===== src/rtl/seq_det_pkg.sv =====
// Shared constants and the masked pattern compare used by the sequence detector.
package seq_det_pkg;

  localparam int SEQ_MAX_LEN = 8;
  localparam int SEQ_LEN_W = $clog2(SEQ_MAX_LEN + 1);

  localparam int         SEQ_DEF_LEN     = 4;
  localparam logic [7:0] SEQ_DEF_PATTERN = 8'b0000_1011;
  localparam bit         SEQ_DEF_OVERLAP = 1'b1;

  // Working width of the compare helper; callers zero-extend into it.
  localparam int SEQ_CMP_W = 32;

  // True when the low 'len' bits of pattern and history agree; upper bits ignored.
  function automatic logic masked_match(input logic [SEQ_CMP_W-1:0] pat,
                                        input logic [SEQ_CMP_W-1:0] hist,
                                        input logic [SEQ_CMP_W-1:0] len);
    logic [SEQ_CMP_W-1:0] mask;
    if (len >= SEQ_CMP_W) mask = '1;
    else                  mask = (SEQ_CMP_W'(1) << len) - SEQ_CMP_W'(1);
    return ((pat ^ hist) & mask) == '0;
  endfunction

endpackage


===== src/rtl/seq_det_sat_counter.sv =====
// Saturating up-counter with synchronous clear and asynchronous reset.
module seq_det_sat_counter #(
  parameter int CNT_W = 16
) (
  input  logic             clock,
  input  logic             reset,
  input  logic             inc,
  input  logic             clr,
  output logic [CNT_W-1:0] count
);

  // Clear wins over increment; the count sticks at all-ones instead of wrapping.
  always_ff @(posedge clock or posedge reset) begin
    if (reset)                   count <= '0;
    else if (clr)                count <= '0;
    else if (inc && count != '1) count <= count + CNT_W'(1);
  end

endmodule


===== src/rtl/seq_det_param.sv =====
// Runtime-programmable serial sequence detector with overlap control and match count.
module seq_det_param #(
  parameter int                 MAX_LEN     = seq_det_pkg::SEQ_MAX_LEN,
  parameter int                 DEF_LEN     = seq_det_pkg::SEQ_DEF_LEN,
  parameter logic [MAX_LEN-1:0] DEF_PATTERN = MAX_LEN'(seq_det_pkg::SEQ_DEF_PATTERN),
  parameter bit                 DEF_OVERLAP = seq_det_pkg::SEQ_DEF_OVERLAP,
  parameter int                 CNT_W       = 16
) (
  input  logic                           clock,
  input  logic                           reset,
  input  logic                           sequence_in,
  input  logic                           in_valid,
  input  logic                           cfg_load,
  input  logic [MAX_LEN-1:0]             cfg_pattern,
  input  logic [$clog2(MAX_LEN+1)-1:0]   cfg_len,
  input  logic                           cfg_overlap,
  output logic                           detector_out,
  output logic [CNT_W-1:0]               match_count,
  output logic                           cfg_error
);

  import seq_det_pkg::*;

  localparam int               LEN_W     = $clog2(MAX_LEN + 1);
  localparam logic [LEN_W-1:0] MAX_LEN_L = LEN_W'(MAX_LEN);

  logic [MAX_LEN-1:0]   pat_q;
  logic [LEN_W-1:0]     len_q;
  logic                 ovl_q;
  logic [MAX_LEN-1:0]   hist_q;
  logic [LEN_W-1:0]     fill_q;

  logic                 load_ok;
  logic                 sample;
  logic [MAX_LEN-1:0]   hist_next;
  logic [LEN_W-1:0]     fill_next;
  logic                 hit;

  // Qualify the load, form the post-shift history and decide whether this sample matches.
  always_comb begin
    load_ok   = cfg_load && (cfg_len != '0) && (cfg_len <= MAX_LEN_L);
    // A valid load drops the bit presented in the same cycle.
    sample    = in_valid && !load_ok;
    hist_next = {hist_q[MAX_LEN-2:0], sequence_in};
    fill_next = (fill_q == MAX_LEN_L) ? fill_q : fill_q + LEN_W'(1);
    hit       = sample && (fill_next >= len_q) &&
                masked_match(SEQ_CMP_W'(pat_q), SEQ_CMP_W'(hist_next), SEQ_CMP_W'(len_q));
  end

  // Configuration, history, fill level and the registered match/error pulses.
  always_ff @(posedge clock or posedge reset) begin
    if (reset) begin
      pat_q        <= DEF_PATTERN;
      len_q        <= LEN_W'(DEF_LEN);
      ovl_q        <= DEF_OVERLAP;
      hist_q       <= '0;
      fill_q       <= '0;
      detector_out <= 1'b0;
      cfg_error    <= 1'b0;
    end else if (load_ok) begin
      pat_q        <= cfg_pattern;
      len_q        <= cfg_len;
      ovl_q        <= cfg_overlap;
      hist_q       <= '0;
      fill_q       <= '0;
      detector_out <= 1'b0;
      cfg_error    <= 1'b0;
    end else begin
      // Any load reaching here had an out-of-range length.
      cfg_error    <= cfg_load;
      detector_out <= hit;
      if (sample) begin
        hist_q <= hist_next;
        // Non-overlapping mode needs a full fresh pattern after every match.
        fill_q <= (hit && !ovl_q) ? '0 : fill_next;
      end
    end
  end

  seq_det_sat_counter #(
    .CNT_W (CNT_W)
  ) u_count (
    .clock (clock),
    .reset (reset),
    .inc   (hit),
    .clr   (load_ok),
    .count (match_count)
  );

endmodule


===== config.mk =====
export PLATFORM = sky130hd
export DESIGN_NAME = seq_det_param
export DESIGN_NICKNAME = d
export VERILOG_FILES = /design/src/rtl/seq_det_pkg.sv /design/src/rtl/seq_det_sat_counter.sv /design/src/rtl/seq_det_param.sv
export SDC_FILE = /design/constraint.sdc
export NUM_CORES = 1
export LEC_CHECK = 0
export CORE_UTILIZATION = 49
export DETAILED_ROUTE_END_ITERATION = 12
export HOLD_SLACK_MARGIN = 0.02
export PLACE_DENSITY = 0.88
export SLEW_MARGIN = 20
export SYNTH_ARGS = -nofsm -noshare
export SYNTH_HDL_FRONTEND = slang
export SYNTH_HIERARCHICAL = 1
export SYNTH_SLANG_ARGS = --single-unit

===== constraint.sdc =====
create_clock -name clock -period 3.29 [get_ports clock]
set_input_delay 0.658 -clock clock [delete_from_list [all_inputs] [get_ports clock]]
set_output_delay 0.658 -clock clock [all_outputs]
set_load 0.01 [all_outputs]

Word level (Yosys, flattened, before mapping):

Index checks and enable logic that the tools add are counted.

* bits in registers: 42
* bits in latches: 0
* RAM bits: 0
* memory bits (read-only): 0
* input port bits: 18
* output and inout bits: 18
* word-level logic and storage cells: 41
* memories: 0

* add/subtract/negate cells: 3
* $mul: 0
* divide/modulo/power cells: 0
* $lt $le $gt $ge: 2
* equal/unequal tests: 2
* shift operators: 1
* mux-type cells: 10
* bitwise operators: 2
* reductions and logical operators: 13

Operators by type and width (count)
* 8-bit by 32-bit AND with 32-bit output: 1
* 32-bit logical NOT: 1
* 16-bit two-way mux: 2
* 1-bit by 4-bit left shift with 32-bit output, first input constant: 1
* 32-bit by 2-bit subtractor with 32-bit output, second input constant: 1
* 16-bit by 1-bit adder with 16-bit output, second input constant: 1
* 4-bit two-way mux: 4
* 16-bit != test, second input constant: 1
* 7-bit two-way mux: 2
* 8-bit bitwise XOR: 1
* 1-bit logical AND: 7
* 4-bit by 1-bit adder with 4-bit output, second input constant: 1
* 4-bit == test, second input constant: 1
* 4-bit >= comparator: 1
* 4-bit <= comparator, second input constant: 1
* 2-bit nonzero test: 2
* 4-bit nonzero test: 1
* 1-bit logical NOT: 2
* 1-bit two-way mux: 2

Longest topological paths before layout:

* depth in word-level cells: 11
* depth in mapped cells: 15
* gate-level depth less buffers: 14

By module:

The synthesis kept the hierarchy.

By module, submodules not included
* seq_det_param: times used 1, cells each 160, area an instance 1520.2 um^2, seq. area each 656.9 um^2
* seq_det_sat_counter: times used 1, cells each 101, area an instance 932.1 um^2, seq. area each 400.4 um^2

Least setup slack after synthesis:

OpenSTA, ideal clock, no wires.

* path type: register to register
* from: register len_q[0]
* to: register u_count.count[13]
* library setup time: 78 ps
* arrival: 3200 ps
* data required time: 3212 ps
* path slack: 12 ps
* stages on the path, launching flop included: 11
* path buffers: 1
* clock period less this slack: 3278 ps
* cells stage by stage: dfrtp_1 or4_4 ha_1 a21oi_1 o21ai_0 nor4_1 clkbuf_2 nand3_1 or4_4 or4_1 a21oi_1

* cells in the longest elaborated chain, start to end: 7
* elaborated cells between the ends (all ways): 9
* those cells by class: add/sub: 1; order compare: 1; shift: 1; bitwise: 1; reduce/logical: 5

Ends and longest elaborated chain
* start, declared: RTL line seq_det_param.sv:28 `logic [LEN_W-1:0] len_q;`
* start signal, assigned: RTL line seq_det_param.sv:54 `len_q <= LEN_W'(DEF_LEN);`
* start signal, assigned: RTL line seq_det_param.sv:62 `len_q <= cfg_len;`
* 1-bit by 4-bit left shift with 32-bit output: RTL line seq_det_pkg.sv:20 `else mask = (SEQ_CMP_W'(1) << len) - SEQ_CMP_W'(1);`
* 32-bit by 2-bit subtractor with 32-bit output: RTL line seq_det_pkg.sv:20
* 8-bit by 32-bit AND with 32-bit output: RTL line seq_det_pkg.sv:21 `return ((pat ^ hist) & mask) == '0;`
* 32-bit logical NOT: RTL line seq_det_pkg.sv:21
* 1-bit logical AND (*): RTL line seq_det_param.sv:46 `hit = sample && (fill_next >= len_q) &&`
* named net hit: RTL line seq_det_param.sv:37 `logic hit;`
* 1-bit logical AND (*): RTL line seq_det_sat_counter.sv:16 `else if (inc && count != '1) count <= count + CNT_W'(1);`
* 2-bit nonzero test (no line) (*)
* end signal, assigned: RTL line seq_det_sat_counter.sv:16
* end, declared: RTL line seq_det_sat_counter.sv:9 `output logic [CNT_W-1:0] count`

The timed path passes the listed nets; every way through them passes the cells marked *.
A chain may end at the register's enable or synchronous reset.

Worst setup path in the final report:

* from: register len_q[3]
* to: register u_count.count[13]

The elaborated chain is that of the path after synthesis.

==> summary.md <==
| Metric | Value |
|---|---|
| DR iter-0 viols | 245 |
| Detail Placement HPWL | 3.91 mm |
| H-tree levels | 2 |
| Gate Count Post-Synth | 261 |
| Share of layout cells above drive strength 1 | 13.7% |
| Clock tree from TritonCTS | done |
| P&R area growth vs syn | 24.9% |
| Required time of the critical path | 3.51 ns |
| Slew @ Worst Pin | 0.920 ns |
| Leakage | 1.29 nW |
| Final Util | 64.4% |
| Die Y | 72.7 um |
| Status | complete, no violations |
| Clock Latency Late Sink | 0.30 ns |
| Fmax | 315 MHz |
| Synth cell types | 54 |
| Largest area contributor in the netlist | dfrtp_1 |
| Top cell type's share of synthesized area | 37.8% |
| Initial antenna violation count | 0 |
| Final min period | 3.18 ns |
| Worst clock skew | 0.00712 ns |
| Top cell by count, worst path | or4_4 |
| DRC viols | 0 |
| Gr ovfl total | 0 |
| RePlAce Congestion | 0.883 |
| Max_cap viols | 0 |
| Crit path arrival time | 3.40 ns |
| Cell Area, Synth | 0.00245 mm^2 |
| I/O pins | 36 |
| Sequential share of power | 42.0% |
| Largest net degree at the start of global routing | 27 |
| CORE AREA | 0.00475 mm^2 |
| Endpoints failing hold | 0 |
| # setup viols final | 0 |
| Port Buffers | 35 |
| CP max FO | 6 |
| Synth top area cells | dfrtp_1 38%, nand2_1 6.6%, dfstp_2 5.4% |
| #FFs+latches synth | 42 |
| Hold/Removal Path Class | flip-flop to flip-flop |
| Row count | 25 |
| Die extent in x | 72.7 um |
| Starting Density | 51.6% |
| Final period util | 96.6% |
| Finished Layout Cells | 373 |
| Clk buf depth | 2 |
| Clock share of power | 27.5% |
| Global-route wire length before repair | 9.43 mm |
| Number of flops mapped to enable cells by yosys | 0 |
| Inserted Clock Buffers | 5 |
| Worst IR drop on VDD | 0.000261 V |
| Critical path, cell by cell | or4_4 -> ha_4 -> a2bb2oi_4 -> nand4_1 -> nor4_2 -> nand3_1 -> or4_4 -> or4_4 -> a21oi_2 |
| Die area | 0.00529 mm^2 |
| Dpl cells | 364 |
| Post-Route Setup TNS | 0 ns |
| Sw Pwr | 0.000465 W |
| CP endpoint kind | flip-flop |
| Vias in the first global route | 2,142 |
| Critical Path Max Stage Delay | 0.57 ns |
| Via count | 2,158 |
| Post-Syn Nets | 287 |
| Most instantiated cells after synthesis | 43 x nand2_1, 37 x dfrtp_1, 18 x a21oi_1, 12 x nor2_1, 11 x nand3_1 |
| Routed WL | 5.73 mm |
| Via density | 5.79 |
| Yosys Warn Count | 6 |
| Total GRT Usage | 22.9% |
| Final-report max-slew violation count | 0 |
| Crit Path Class | flip-flop to flip-flop |
| Avg Inst Size Synth | 9.40 um^2 |
| CTS Root Cell | clkbuf_8 |
| Most common cell in the synthesized netlist | nand2_1 |
| Seq/Total Area, Yosys | 43.1% |
| Pre-antenna DRT Iters | 4 |
| Final ANT Viol Nets | 0 |
| Internal Power | 0.00102 W |
| Ant diodes | 0 |
| Num Clock Sinks | 42 |
| Final #Nets | 331 |
| Startpoint class of the critical path | flip-flop |
| Drt wl/cell | 15.4 um |
| CTS clock-pin slew for the worst setup and hold paths | 0.08 ns |
| Async S/R FF share, synth | 100% |
| Predominant post-synthesis flop cell | dfrtp_1 |
| Sw frac | 31.2% |
| Logic pwr share | 30.5% |
| Power per cell area | 486 mW/mm^2 |
| Max_slew headroom | 38.3% |
| Crit path max-delay cell type | or4_4 |
-- layer usage --
| layer | up-vias | share of wire, % | GRT usage, % |
|---|---|---|---|
| li1 | 1039 | - | - |
| met1 | 1023 | 43 | 28.8 |
| met2 | 77 | 49 | 37.9 |
| met3 | 19 | 5.3 | 4.42 |
| met4 | 0 | 3.2 | 11.1 |
| met5 | - | 0 | 0 |
-- layout by cell type (no fill, tap or decap), types with 6 or more instances in the layout --
| master | synthesis | routed |
|---|---|---|
| mux2i_1 | 9 | 9 |
| dfrtp_1 | 37 | 37 |
| xor2_1 | 7 | 7 |
| buf_4 | 1 | 13 |
| nor3_1 | 6 | 6 |
| a21oi_1 | 18 | 17 |
| ha_1 | 8 | 7 |
| nand3_1 | 11 | 11 |
| clkdlybuf4s50_1 | 0 | 35 |
| nand4_1 | 6 | 6 |
| or3_1 | 7 | 7 |
| o21ai_0 | 8 | 8 |
| inv_1 | 10 | 9 |
| nand2_1 | 43 | 43 |
| nor2_1 | 12 | 12 |
-- worst max-delay path, delay by kind of cell (launching register included) --
| kind | cells | cell delay, ns |
|---|---|---|
| compound gates | 2 | 0.30 |
| fa+ha+maj | 1 | 0.30 |
| flops | 1 | 0.40 |
| simple gates | 6 | 2.12 |
-- flip-flops by register name, summed over array words and instances, names as in the netlist --
name,cells
fill_q,4
cfg_error,1
detector_out,1
hist_q,7
u_count/count,16
len_q,4
pat_q,8
ovl_q,1
-- logic make-up after synthesis --
logic type | count (synthesis) | synth area share (%)
AOI/OAI and AO/OA | 49 | 13.4
and+or+nand+nor | 117 | 26.1
xor gates and xnor gates | 12 | 4.29
buffers and inverters | 21 | 3.98
DFF | 42 | 43.1
adders and majority gates | 8 | 4.08
muxes | 12 | 5.05
-- repair_timing --
| action | CTS | global route |
|---|---|---|
| hold buffers | 0 | 0 |
| setup endpoints to repair | 0 | 6 |
| setup buffers | 0 | 1 |
| gates resized for setup | 0 | 4 |
-- through the flow --
stage          area, um^2  hold slack, ns  power (W)  setup slack, ns
2_1_floorplan        2450           0.436   0.000921           0.0123
3_3_place_gp         2920           0.454    0.00104            0.109
3_5_place_dp         2920           0.454    0.00106          -0.0235
4_1_cts              3030           0.471    0.00148          0.00276
5_1_grt              3060           0.506    0.00158         -0.00967
6_report             3060           0.468    0.00149            0.111
-- final timing paths --
kind	from	endpoint	slack (ns)	depth (start not counted)
max in group asynchronous	reset	pat_q[7]$_DFFE_PP0P_	2.07	2
setup / recovery	len_q[3]$_DFFE_PP0P_	u_count/count[13]$_DFFE_PP0P_	0.11	9
min in group asynchronous	reset	u_count/count[3]$_DFFE_PP0P_	0.78	2
hold reg to reg	pat_q[0]$_DFFE_PP1P_	pat_q[0]$_DFFE_PP1P_	0.47	2
setup reg to reg	len_q[3]$_DFFE_PP0P_	u_count/count[13]$_DFFE_PP0P_	0.11	9
hold / removal	pat_q[0]$_DFFE_PP1P_	pat_q[0]$_DFFE_PP1P_	0.47	2
-- layout make-up --
class	count	area [um^2]
clock buffer	5	68.8
inverter	10	37.5
fill	379	1690
tap	67	83.8
multi-input combinational	198	1320
timing repair buffer	48	448
clock inverter	3	45.0
sequential	42	1060
-- power groups by stage --
stage | clock network [W] | registers (W) | logic (W)
floorplan | 0 | 0.000629 | 0.000292
global placement | 0 | 0.000631 | 0.000410
detailed placement | 0 | 0.000634 | 0.000424
CTS | 0.000422 | 0.000625 | 0.000432
global route | 0.000447 | 0.000633 | 0.000502
finish | 0.000410 | 0.000626 | 0.000454
No activity file was read; power rests on OpenSTA's default activity.
